[src/rtl/req_gnt_pkg.sv]
// Shared types and sizing helpers for the N-way request/grant arbiter.
package req_gnt_pkg;

  typedef enum logic [1:0] {
    ST_IDLE    = 2'd0,
    ST_WAIT    = 2'd1,
    ST_GRANT   = 2'd2,
    ST_RELEASE = 2'd3
  } arb_state_e;

  localparam int DEF_N_REQ     = 4;
  localparam int DEF_GNT_DELAY = 1;
  localparam int DEF_MAX_HOLD  = 8;

  // Width of a counter that must hold every value 0..max_val without wrapping.
  function automatic int cnt_width(input int max_val);
    return (max_val < 1) ? 1 : $clog2(max_val + 1);
  endfunction

endpackage

[src/rtl/req_gnt_rr_pick.sv]
// Combinational round-robin picker: first eligible requester scanning upward
// from ptr+1, wrapping modulo N_REQ.
module req_gnt_rr_pick
  import req_gnt_pkg::*;
#(
  parameter int  N_REQ = DEF_N_REQ,
  localparam int IW    = $clog2(N_REQ)
) (
  input  logic [N_REQ-1:0] eligible,
  input  logic [IW-1:0]    ptr,
  output logic             valid,
  output logic [IW-1:0]    idx
);

  logic [N_REQ-1:0] rot_elig;
  logic [IW-1:0]    rot_idx [N_REQ];

  // Slot gi of the rotated view is the requester gi+1 places after ptr.
  for (genvar gi = 0; gi < N_REQ; gi++) begin : g_rot
    assign rot_idx[gi]  = IW'((32'(ptr) + 32'(gi) + 32'd1) % 32'(N_REQ));
    assign rot_elig[gi] = eligible[rot_idx[gi]];
  end

  always_comb begin
    valid = |rot_elig;
    idx   = '0;
    for (int k = N_REQ - 1; k >= 0; k--) begin
      if (rot_elig[k]) idx = rot_idx[k];
    end
  end

endmodule

[src/rtl/req_gnt_arbiter.sv]
// N-way round-robin request/grant arbiter with programmable grant latency,
// bounded grant hold, forced release and per-requester lockout.
module req_gnt_arbiter
  import req_gnt_pkg::*;
#(
  parameter int  N_REQ     = DEF_N_REQ,
  parameter int  GNT_DELAY = DEF_GNT_DELAY,
  parameter int  MAX_HOLD  = DEF_MAX_HOLD,
  localparam int IW        = $clog2(N_REQ)
) (
  input  logic             clk,
  input  logic             reset,
  input  logic [N_REQ-1:0] req,
  output logic [N_REQ-1:0] gnt,
  output logic [IW-1:0]    gnt_id,
  output logic             busy,
  output logic             timeout
);

  localparam int DLY_W  = cnt_width(GNT_DELAY);
  localparam int HOLD_W = cnt_width(MAX_HOLD);

  arb_state_e       state_q, state_d;
  logic [IW-1:0]    win_q, win_d;
  logic [IW-1:0]    ptr_q, ptr_d;
  logic [IW-1:0]    gnt_id_q, gnt_id_d;
  logic [N_REQ-1:0] gnt_q, gnt_d;
  logic [N_REQ-1:0] lockout_q, lockout_d;
  logic             timeout_q, timeout_d;
  logic [DLY_W-1:0] dly_cnt_q, dly_cnt_d;
  logic [HOLD_W-1:0] hold_cnt_q, hold_cnt_d;

  logic [N_REQ-1:0] eligible;
  logic             pick_valid;
  logic [IW-1:0]    pick_idx;
  logic             start_grant;
  logic [IW-1:0]    start_idx;

  assign eligible = req & ~lockout_q;

  req_gnt_rr_pick #(.N_REQ(N_REQ)) u_pick (
    .eligible (eligible),
    .ptr      (ptr_q),
    .valid    (pick_valid),
    .idx      (pick_idx)
  );

  always_comb begin
    state_d     = state_q;
    win_d       = win_q;
    ptr_d       = ptr_q;
    gnt_id_d    = gnt_id_q;
    gnt_d       = '0;
    timeout_d   = 1'b0;
    dly_cnt_d   = dly_cnt_q;
    hold_cnt_d  = hold_cnt_q;
    start_grant = 1'b0;
    start_idx   = win_q;
    // A requester seen low at this edge is forgiven its lockout.
    lockout_d   = lockout_q & req;

    case (state_q)
      ST_IDLE: begin
        if (pick_valid) begin
          win_d = pick_idx;
          if (GNT_DELAY == 1) begin
            start_grant = 1'b1;
            start_idx   = pick_idx;
          end else begin
            state_d   = ST_WAIT;
            dly_cnt_d = DLY_W'(GNT_DELAY - 1);
          end
        end
      end
      ST_WAIT: begin
        dly_cnt_d = dly_cnt_q - DLY_W'(1);
        if (!req[win_q]) begin
          state_d = ST_IDLE;
        end else if (dly_cnt_q == DLY_W'(1)) begin
          start_grant = 1'b1;
          start_idx   = win_q;
        end
      end
      ST_GRANT: begin
        if (!req[win_q]) begin
          state_d = ST_RELEASE;
        end else if (hold_cnt_q == HOLD_W'(MAX_HOLD)) begin
          state_d          = ST_RELEASE;
          timeout_d        = 1'b1;
          lockout_d[win_q] = 1'b1;
        end else begin
          gnt_d      = gnt_q;
          hold_cnt_d = hold_cnt_q + HOLD_W'(1);
        end
      end
      ST_RELEASE: begin
        state_d = ST_IDLE;
      end
      default: begin
        state_d = ST_IDLE;
      end
    endcase

    if (start_grant) begin
      state_d          = ST_GRANT;
      gnt_d            = '0;
      gnt_d[start_idx] = 1'b1;
      gnt_id_d         = start_idx;
      ptr_d            = start_idx;
      hold_cnt_d       = HOLD_W'(1);
    end
  end

  always_ff @(posedge clk) begin
    if (reset) begin
      state_q    <= ST_IDLE;
      win_q      <= '0;
      ptr_q      <= IW'(N_REQ - 1);
      gnt_id_q   <= '0;
      gnt_q      <= '0;
      lockout_q  <= '0;
      timeout_q  <= 1'b0;
      dly_cnt_q  <= '0;
      hold_cnt_q <= '0;
    end else begin
      state_q    <= state_d;
      win_q      <= win_d;
      ptr_q      <= ptr_d;
      gnt_id_q   <= gnt_id_d;
      gnt_q      <= gnt_d;
      lockout_q  <= lockout_d;
      timeout_q  <= timeout_d;
      dly_cnt_q  <= dly_cnt_d;
      hold_cnt_q <= hold_cnt_d;
    end
  end

  assign gnt     = gnt_q;
  assign gnt_id  = gnt_id_q;
  assign timeout = timeout_q;
  assign busy    = (state_q != ST_IDLE);

endmodule
[config.mk]
export PLATFORM = sky130hd
export DESIGN_NAME = req_gnt_arbiter
export DESIGN_NICKNAME = d
export VERILOG_FILES = /design/src/rtl/req_gnt_pkg.sv /design/src/rtl/req_gnt_rr_pick.sv /design/src/rtl/req_gnt_arbiter.sv
export SDC_FILE = /design/constraint.sdc
export NUM_CORES = 1
export LEC_CHECK = 0
export ABC_AREA = 0
export CORE_ASPECT_RATIO = 1.1
export CORE_MARGIN = 1.5
export CORE_UTILIZATION = 52
export DETAILED_ROUTE_END_ITERATION = 10
export PLACE_DENSITY = 0.87
export SLEW_MARGIN = 0
export SYNTH_ARGS = -nofsm -noshare
export SYNTH_HDL_FRONTEND = slang
export SYNTH_SLANG_ARGS = --single-unit
[constraint.sdc]
create_clock -name clk -period 2.1 [get_ports clk]
set_input_delay 0.315 -clock clk [delete_from_list [all_inputs] [get_ports clk]]
set_output_delay 0.315 -clock clk [all_outputs]
set_load 0.02 [all_outputs]
Word-level counts from Yosys, hierarchy flattened
Index checks and enable logic that the tools add are counted. W data, S select, Z words.

Flip-flop bits (word level): 22. Output and inout bits: 8. Word-level logic and storage cells: 99. Bits of input ports: 6.

Mux-type cells: 41. Add/sub/neg operators: 8. Bitwise logic cells: 8. Reductions and logical operators: 13. Equal/unequal tests: 10. Magnitude comparators: 8.

Operators by type and width (number): $mux W4 (7); $mux W2 (10); $lt A2 B3 Y1 const B (6); $mux W1 (15); $reduce_and A3 Y1 (4); $bmux W1 S2 (5); $add A2 B1 Y2 const B (4); $and A4 B4 Y4 (2); $ne A2 B2 Y1 const B (3); $ne A3 B3 Y1 const B (2); $pmux W2 S3 (1); $reduce_bool A2 Y1 (3); $add A2 B2 Y2 const B (2); $add A4 B1 Y4 const B (1); $demux W1 S2 (2); $eq A2 B2 Y1 const B (2); $eq A4 B4 Y1 const B (1); $ge A2 B1 Y1 const B (2); $ne A4 B4 Y1 const B (1); $not A1 Y1 (4); $not A4 Y4 (1); $or A4 B4 Y4 (1); $reduce_or A4 Y1 (1); $reduce_or A3 Y1 (1); 6 further kinds (7).

Depth between registers and ports, before layout
Gate-level depths: netlist (run 1).

Depth after elaboration: 15. Depth in mapped cells: 8. Gate-level depth less buffers: 7.

By module
A second synthesis (run 1) with hierarchy kept.

Cell total of the unflattened synthesis: 127. Area, all modules: 1103.6 um2.

Modules (own cells, without submodules): req_gnt_arbiter (area an instance 1019.7 um2, seq. area each 440.4 um2, times used 1, cells each 113); req_gnt_rr_pick (area an instance 83.8 um2, seq. area each 0.0 um2, times used 1, cells each 14).

Worst setup path after synthesis (run 1)
OpenSTA, ideal clock, no wires.

Path type: reg-to-reg. Start point: register win_q[1]. End point: register gnt_q[2] (netlist: gnt[2]). Path buffers: 1. Cell stages (with the launch flop): 7. Slack: 421 ps. Period minus slack after synthesis: 1679 ps. Data arrival time: 1562 ps. Setup time: 117 ps. Required time: 1983 ps. Cells stage by stage: dfxtp_1 -> mux4_2 -> nand4b_1 -> and2_1 -> buf_4 -> nor2_1 -> a32o_1.

Longest elaborated chain between the ends: 7. Elaborated cells between the ends (all ways): 15. Classes of those cells: order compare: 2; eq/ne: 1; mux: 11; reduce/logical: 1.

Ends and longest elaborated chain: start, declared (RTL line req_gnt_arbiter.sv:24) `logic [IW-1:0] win_q, win_d;`; start signal, assigned (RTL line req_gnt_arbiter.sv:127) `win_q <= win_d;`; $mux W2 (RTL line req_gnt_arbiter.sv:64) `if (pick_valid) begin`; $mux W2; $lt A2 B3 Y1 (implied by the code) or $ge A2 B1 Y1 (tied branches) (RTL line req_gnt_arbiter.sv:107) `gnt_d[start_idx] = 1'b1;`; $logic_and A1 B1 Y1 (implied by the code) (RTL line req_gnt_arbiter.sv:107); $mux W1 (implied by the code) (RTL line req_gnt_arbiter.sv:107); $demux W1 S2 (RTL line req_gnt_arbiter.sv:107); $mux W4 (RTL line req_gnt_arbiter.sv:104) `if (start_grant) begin`; end signal, assigned (RTL line req_gnt_arbiter.sv:130) `gnt_q <= gnt_d;`; end, declared (RTL line req_gnt_arbiter.sv:27) `logic [N_REQ-1:0] gnt_q, gnt_d;`.

Several ways; a longest one is shown, not always the timed one. The select of a mux whose other input is x is not followed. A chain may end at the register's enable or synchronous reset.

Worst setup path in the final report (run 1)
Start point: input port req[3]. End point: register gnt_q[3] (netlist: gnt[3]).

Longest elaborated chain between the ends: 14. Elaborated cells between the ends (all ways): 30. Classes of those cells: order compare: 2; eq/ne: 1; mux: 24; bitwise: 1; reduce/logical: 2.

Ends and longest elaborated chain: start, declared (RTL line req_gnt_arbiter.sv:13) `input logic [N_REQ-1:0] req,`; $and A4 B4 Y4 (RTL line req_gnt_arbiter.sv:39) `assign eligible = req & ~lockout_q;`; $bmux W1 S2 (RTL line req_gnt_rr_pick.sv:21) `assign rot_elig[gi] = eligible[rot_idx[gi]];`; $mux W1 (implied by the code) (RTL line req_gnt_rr_pick.sv:21); $mux W2 (4 in a row) (RTL line req_gnt_rr_pick.sv:28) `if (rot_elig[k]) idx = rot_idx[k];`; $mux W2 (RTL line req_gnt_arbiter.sv:64); $mux W2; $lt A2 B3 Y1 (implied by the code) or $ge A2 B1 Y1 (tied branches) (RTL line req_gnt_arbiter.sv:107); $logic_and A1 B1 Y1 (implied by the code) (RTL line req_gnt_arbiter.sv:107); $mux W1 (implied by the code) (RTL line req_gnt_arbiter.sv:107); $demux W1 S2 (RTL line req_gnt_arbiter.sv:107); $mux W4 (RTL line req_gnt_arbiter.sv:104).

Several ways; a longest one is shown, not always the timed one. The select of a mux whose other input is x is not followed.

==> results.sh, run 1 <==
export IMPL_status="finished, final reports clean"
export IMPL_drv_slew=0
export IMPL_netlist_area_leader_share_pct=43.6
export IMPL_cts_root_buf="clkbuf_4"
export IMPL_syn_nets=119
export IMPL_hold_viol=0
export IMPL_holdWs_ps=490
export IMPL_ys_warn_count=0
export IMPL_grt_first_pass_wirelength_um=3500
export IMPL_critPathBufInv=3
export IMPL_synth_edff_count=0
export IMPL_cts_repair_resized=0
export IMPL_p_clk_share_pct=30.8
export IMPL_synth_xor_area_share_pct=3.47
export IMPL_cap_violations=0
export IMPL_crit_top_cell="buf_4"
export IMPL_synthMuxAreaShare_pct=3.22
export IMPL_ys_flop_type="dfxtp_1"
export IMPL_n_antenna_cell=0
export IMPL_power_internal_uw=762
export IMPL_power_density_nw_per_um2=838
export IMPL_cp_cell_sequence="clkdlybuf4s50_1 -> and2b_1 -> o41ai_2 -> a222oi_1 -> buf_4 -> buf_4 -> a32oi_1 -> nor2_1"
export IMPL_antenna_found_initial=0
export IMPL_p_seq_share_pct=45.8
export IMPL_first_iter_violations=25
export IMPL_synth_top_family_by_area="simple AND/OR/NAND/NOR gates"
export IMPL_die_h_um=49.2
export IMPL_grt_pass1_vias=820
export IMPL_fmax_ghz=0.509
export IMPL_cp_end_kind="register"
export IMPL_fin_crit_sh_pct=93.5
export IMPL_fin_cells=150
export IMPL_cp_slowest_stage_delay_ps=480
export IMPL_drc=0
export IMPL_timing_worst_setup_path_type="input pin to register"
export IMPL_cp_arrival_ps=2190
export IMPL_cp_slowest_cell="clkdlybuf4s50_1"
export IMPL_worst_ep_required_time_ps=2320
export IMPL_cts_tree="yes"
export IMPL_fin_worst_skew_ps=5.41
export IMPL_synth_seq_area_share_pct=43.6
export IMPL_critPathLaunchType="input pin"
export IMPL_clkTransAtPathRegs_ps=120
export IMPL_rsz0062_at_grt="false"
export IMPL_core_area_sq_um=1800
export IMPL_overflow=0
export IMPL_power_total_uw=1050
export IMPL_fp_dieArea_sq_um=2220
export IMPL_numClockSinks=22
export IMPL_synth_adder_area_share_pct=2.48
export IMPL_gp_congestion=0.822
export IMPL_min_delay_path_class="register to register"
export IMPL_drt_pass1_iterations=6
export IMPL_nFillCells=140
export IMPL_worstMarginPinSlew_ps=454
export IMPL_htreeDepth=1
export IMPL_die_x_um=45.0
export IMPL_synthCells=111
export IMPL_combPwrFrac_pct=23.5
export IMPL_p_sw_uw=287
export IMPL_cts_buffers=3
export IMPL_dp_hpwl_um=1600
export IMPL_syn_cell_area_sq_um=1010
export IMPL_finalCriticalPeriod_ps=1960
export IMPL_wl_um=2120
export IMPL_synthSimpleGateAreaFrac_pct=27.1
export IMPL_viasPerCell=5.83
export IMPL_async_flop_share_pct=0
export IMPL_final_antenna_net_count=0
export IMPL_crit_family="compound AO/OA/AOI/OAI gates"
export IMPL_ys_ff_latch=22
export IMPL_leakage_uw=0.000494
export IMPL_syn_to_final_growth_pct=23.9
export IMPL_wl_per_cell_um=14.1
export IMPL_clk_latency_ps=310
export IMPL_grt_usage_pct=21.5
export IMPL_grt_max_degree=14
export IMPL_synth_area_top_cells="dfxtp_1, nor2_1, nand2_1"
export IMPL_io_pins=14
export IMPL_vias=874
export IMPL_slew_headroom_pct=69.4
export IMPL_nets=141
export IMPL_dp_cells=144
export IMPL_num_rows=16
export IMPL_synth_compound_area_share_pct=16.2
export IMPL_avgSynthCellArea_sq_um=9.10
export IMPL_synth_cell_types=40
export IMPL_swShare_pct=27.3
export IMPL_cp_max_fo=5
export IMPL_max_vdd_ir_drop_mv=0.607
export IMPL_drive_gt1_share_pct=13.6
export IMPL_start_util_pct=56.0
export IMPL_setup_viol=0
export IMPL_io_buffers=13
export IMPL_synth_largest_area_cell="dfxtp_1"
export IMPL_cts_path_max_buffers=2
power by group through the flow:
stage | clock network [uW] | logic [uW] | registers (uW)
6_report | 323 | 246 | 480
3_3_place_gp | 0 | 223 | 487
2_1_floorplan | 0 | 133 | 499
3_5_place_dp | 0 | 228 | 489
5_1_grt | 346 | 269 | 483
4_1_cts | 331 | 229 | 479
through the flow:
stage          instance area, sq um  setup TNS (ps)  util, %  setup WS, ps
5_1_grt                        1250               0     69.4          41.6
6_report                       1250               0     69.4           136
3_3_place_gp                   1180            -302     65.7          -131
3_5_place_dp                   1180            -642     65.7          -185
4_1_cts                        1240               0     68.6           152
2_1_floorplan                  1010               0        -           421
synth_stat cells, drive strengths merged, types with 2 or more instances:
cell and n:
a21oi 4, a32o 3, and2 3, and2b 3, buf 2, dfxtp 22
ha 2, inv 6, nand2 13, nand2b 3, nand3 2, nor2 15
nor2b 3, nor3 2, o21ai 3, o22ai 2, o32ai 2, xnor2 3
routing by layer:
layer  vias up  share of wire [%]  track usage (%)
li1        429                  -                -
met1       411                 42             26.7
met2        32                 52             34.8
met3         2                5.4             4.44
met4         0                1.3             9.80
met5         -                  0                0
final timing paths:
| path | start | end | slack, ps | cells past startpoint |
|---|---|---|---|---|
| min reg2reg | gnt[1]$_SDFFE_PP0P_ | gnt[1]$_SDFFE_PP0P_ | 490 | 2 |
| min | gnt[1]$_SDFFE_PP0P_ | gnt[1]$_SDFFE_PP0P_ | 490 | 2 |
| max | req[3] | gnt[3]$_SDFFE_PP0P_ | 140 | 8 |
| max reg2reg | lockout_q[0]$_SDFF_PP0_ | gnt[3]$_SDFFE_PP0P_ | 220 | 7 |
final cells by class:
cell class,count,area [sq um],area share (%)
multi-input cells,80,531,42.4
flip-flops and latches,22,440,35.2
repair buffers,20,183,14.6
clock inverters,1,30.0,2.40
clock buffers,3,22.5,1.80
inverters,6,22.5,1.80
well taps,18,22.5,1.80
worst reg2reg max path: cells and delay by family, from the launching register on:
family,cells,cell delay [ps]
buffers and inverters,2,300
DFF,1,360
and+or+nand+nor,2,260
AOI/OAI and AO/OA,3,870
sequential cells by signal (all words and copies together), names as in the netlist:
name and cells:
win_q 2, gnt_id 2, lockout_q 4, timeout 1, ptr_q 2, state_q 2, dly_cnt_q 1, gnt 4
hold_cnt_q 4
cells in the final DEF (no fill, tap or decap), drive strengths merged, types with 2 or more instances in the layout:
master / netlist / layout
dfxtp: 22 / 22
nor2: 15 / 15
clkdlybuf4s50: 0 / 13
nand2: 13 / 13
buf: 2 / 7
inv: 6 / 6
a21oi: 4 / 4
and2b: 3 / 3
and2: 3 / 3
xnor2: 3 / 3
nand2b: 3 / 3
o21ai: 3 / 3
a32o: 3 / 3
clkbuf: 1 / 3
nor2b: 3 / 3
o32ai: 2 / 2
nor3: 2 / 2
nand3: 2 / 2
o22ai: 2 / 2
ha: 2 / 2
cells by family after synthesis:
| group | count (synthesis) |
|---|---|
| and+or+nand+nor | 51 |
| DFF | 22 |
| buffers and inverters | 9 |
| xor gates and xnor gates | 4 |
| adders and majority gates | 2 |
| AOI/OAI and AO/OA | 21 |
| muxes | 2 |
what timing repair did:
action / 4_1_cts / 5_1_grt
hold buffers: 0 / 0
setup endpoints to repair: 0 / 1
buffers inserted: 0 / 2
No activity file was read; power rests on OpenSTA's default activity.
==> inputs of run 2 (changes only) <==
--- a/config.mk
+++ b/config.mk
@@ -10,6 +10,7 @@
 export CORE_MARGIN = 1.5
 export CORE_UTILIZATION = 52
 export DETAILED_ROUTE_END_ITERATION = 10
+export GPL_TIMING_DRIVEN = 0
 export PLACE_DENSITY = 0.87
 export SLEW_MARGIN = 0
 export SYNTH_ARGS = -nofsm -noshare
==> run 2 against run 1 <==
Fmax shrank 3.5%. Die area unchanged. Clock power fell by 28%. Final cell count shrank 2.7%. Sequential power about the same. Combinational power fell by 9.3%. Non-clock buffer count shrank 4. Total power decreased by 11%. First-iteration DRC count fell by 12%. Flip-flop and latch count stayed put. Largest power group unchanged. Highest routed layer unchanged.
==> results.sh, run 2 (same netlist as run 1, synthesis figures left out) <==
export IMPL_combPwrFrac_pct=23.8
export IMPL_die_h_um=49.2
export IMPL_viasPerCell=5.78
export IMPL_seqCellArea_sq_um=440
export IMPL_finalCriticalPeriod_ps=2040
export IMPL_numClockSinks=22
export IMPL_grt_usage_pct=19.5
export IMPL_cts_tree="yes"
export IMPL_nFillCells=146
export IMPL_min_delay_path_class="register to register"
export IMPL_die_x_um=45.0
export IMPL_fp_dieArea_sq_um=2220
export IMPL_r2r_start="state_q[1]$_SDFFE_PP0P_"
export IMPL_p_clk_share_pct=25.0
export IMPL_htreeDepth=1
export IMPL_drt_pass1_iterations=4
export IMPL_r2r_cells=5
export IMPL_setup_viol=0
export IMPL_nets=137
export IMPL_wl_um=2010
export IMPL_overflow=0
export IMPL_swShare_pct=29.6
export IMPL_start_util_pct=56.0
export IMPL_setup_ws_ps=64.9
export IMPL_crit_end="gnt[1]$_SDFFE_PP0P_"
export IMPL_grt_max_degree=13
export IMPL_power_total_uw=937
export IMPL_first_iter_violations=22
export IMPL_rsz0062_at_grt="false"
export IMPL_r2r_slack_ps=180
export IMPL_drive_gt1_share_pct=10.2
export IMPL_slew_headroom_pct=57.4
export IMPL_grt_pass1_vias=755
export IMPL_timing_worst_setup_path_type="input pin to register"
export IMPL_fin_crit_sh_pct=96.9
export IMPL_fmax_ghz=0.491
export IMPL_critPathLaunchType="input pin"
export IMPL_antenna_found_initial=0
export IMPL_final_common_cell="dfxtp_1"
export IMPL_num_rows=16
export IMPL_dp_cells=142
export IMPL_power_internal_uw=659
export IMPL_cts_path_max_buffers=2
export IMPL_multi_input_area_sq_um=531
export IMPL_drc=0
export IMPL_fin_worst_skew_ps=4.62
export IMPL_io_buffers=13
export IMPL_worstMarginPinSlew_ps=640
export IMPL_grt_first_pass_wirelength_um=3180
export IMPL_cts_buffers=3
export IMPL_status="finished, final reports clean"
export IMPL_cp_end_kind="register"
export IMPL_final_util_pct=66.5
export IMPL_cp_max_fo=4
export IMPL_pre_cts_ws_ps=-205
export IMPL_vias=844
export IMPL_max_vdd_ir_drop_mv=0.779
export IMPL_gp_congestion=0.854
export IMPL_drv_slew=0
export IMPL_core_area_sq_um=1800
export IMPL_clk_latency_ps=310
export IMPL_post_cts_buffers=0
export IMPL_io_pins=14
export IMPL_cp_arrival_ps=2260
export IMPL_cap_violations=0
export IMPL_layout_common_cells="dfxtp_1, nor2_1, clkdlybuf4s50_1"
export IMPL_n_antenna_cell=0
export IMPL_final_antenna_net_count=0
export IMPL_worst_ep_required_time_ps=2330
export IMPL_reg2reg_to="gnt[1]$_SDFFE_PP0P_"
export IMPL_fin_cells=146
export IMPL_wl_per_cell_um=13.8
export IMPL_p_seq_share_pct=51.2
export IMPL_hold_viol=0
export IMPL_p_sw_uw=278
export IMPL_dp_hpwl_um=1530
export IMPL_leakage_uw=0.000464
export IMPL_worstSetupStartpoint="req[1]"
export IMPL_clkTransAtPathRegs_ps=120
export IMPL_syn_to_final_growth_pct=18.7
export IMPL_power_density_nw_per_um2=781
export IMPL_cts_root_buf="clkbuf_4"
[run 2: cell types whose count changed in the layout (fill, tap and decap cells not counted)]
cell       delta
buf_2         +1
bufinv_16     -1
buf_4         -6
clkbuf_1      +1
clkbuf_8      +1
[run 2: critical path, cell delays in order]
cell	delay (ps)
clkdlybuf4s50_1	520
nor2b_4	200
o41ai_2	130
a222oi_1	640
nand2_1	200
o31ai_1	260
[run 2: layout make-up]
cell class                      instances  share of cell area, %
Buffer                                  3                   1.36
Clock buffer                            4                   3.03
Inverter                                6                   1.88
Multi-Input combinational cell         80                   44.3
Sequential cell                        22                   36.7
Tap cell                               18                   1.88
Timing Repair Buffer                   13                   10.9
[run 2: metrics by stage]
stage,cell area [sq um],hold WS (ps),TNS (ps)
2_1_floorplan,1010,412,0
5_1_grt,1200,485,0
4_1_cts,1200,470,0
3_3_place_gp,1160,445,-362
6_report,1200,467,0
3_5_place_dp,1160,453,-688
[run 2: how the worst min path moves through the flow]
stage | start | endpoint | slack, ps | depth (start not counted)
floorplan | reset | ptr_q[0]$_SDFFE_PP1P_ | 410 | 2
global route | gnt_id[0]$_SDFFE_PP0P_ | gnt_id[0]$_SDFFE_PP0P_ | 480 | 2
global placement | gnt_id[0]$_SDFFE_PP0P_ | gnt_id[0]$_SDFFE_PP0P_ | 450 | 2
finish | gnt_id[0]$_SDFFE_PP0P_ | gnt_id[0]$_SDFFE_PP0P_ | 470 | 2
detailed placement | gnt_id[0]$_SDFFE_PP0P_ | gnt_id[0]$_SDFFE_PP0P_ | 450 | 2
CTS | gnt_id[0]$_SDFFE_PP0P_ | gnt_id[0]$_SDFFE_PP0P_ | 470 | 2
[run 2: what timing repair did]
item,in CTS,in global routing
setup endpoints to repair,0,1
hold buffers,0,0
resized for setup,0,0
[run 2: per-layer routing]
| layer | vias up | part of all wire [%] | global-route usage [%] |
|---|---|---|---|
| li1 | 429 | - | - |
| met1 | 380 | 44 | 22.7 |
| met2 | 31 | 50 | 32.4 |
| met3 | 4 | 4.3 | 3.70 |
| met4 | 0 | 1.9 | 10.3 |
| met5 | - | 0 | 0 |
[run 2: power groups by stage]
stage	registers [uW]	clock network (uW)	logic, uW
5_1_grt	483	254	240
2_1_floorplan	499	0	133
4_1_cts	479	239	223
3_3_place_gp	486	0	216
3_5_place_dp	489	0	221
6_report	480	234	223
==> inputs of run 3 (changes only) <==
--- a/config.mk
+++ b/config.mk
@@ -9,6 +9,7 @@
 export CORE_ASPECT_RATIO = 1.1
 export CORE_MARGIN = 1.5
 export CORE_UTILIZATION = 52
+export CTS_CLUSTER_SIZE = 28
 export DETAILED_ROUTE_END_ITERATION = 10
 export GPL_TIMING_DRIVEN = 0
 export PLACE_DENSITY = 0.87
==> results of run 3 <==
The final DEF is identical to that of run 2; final timing and power are the same.
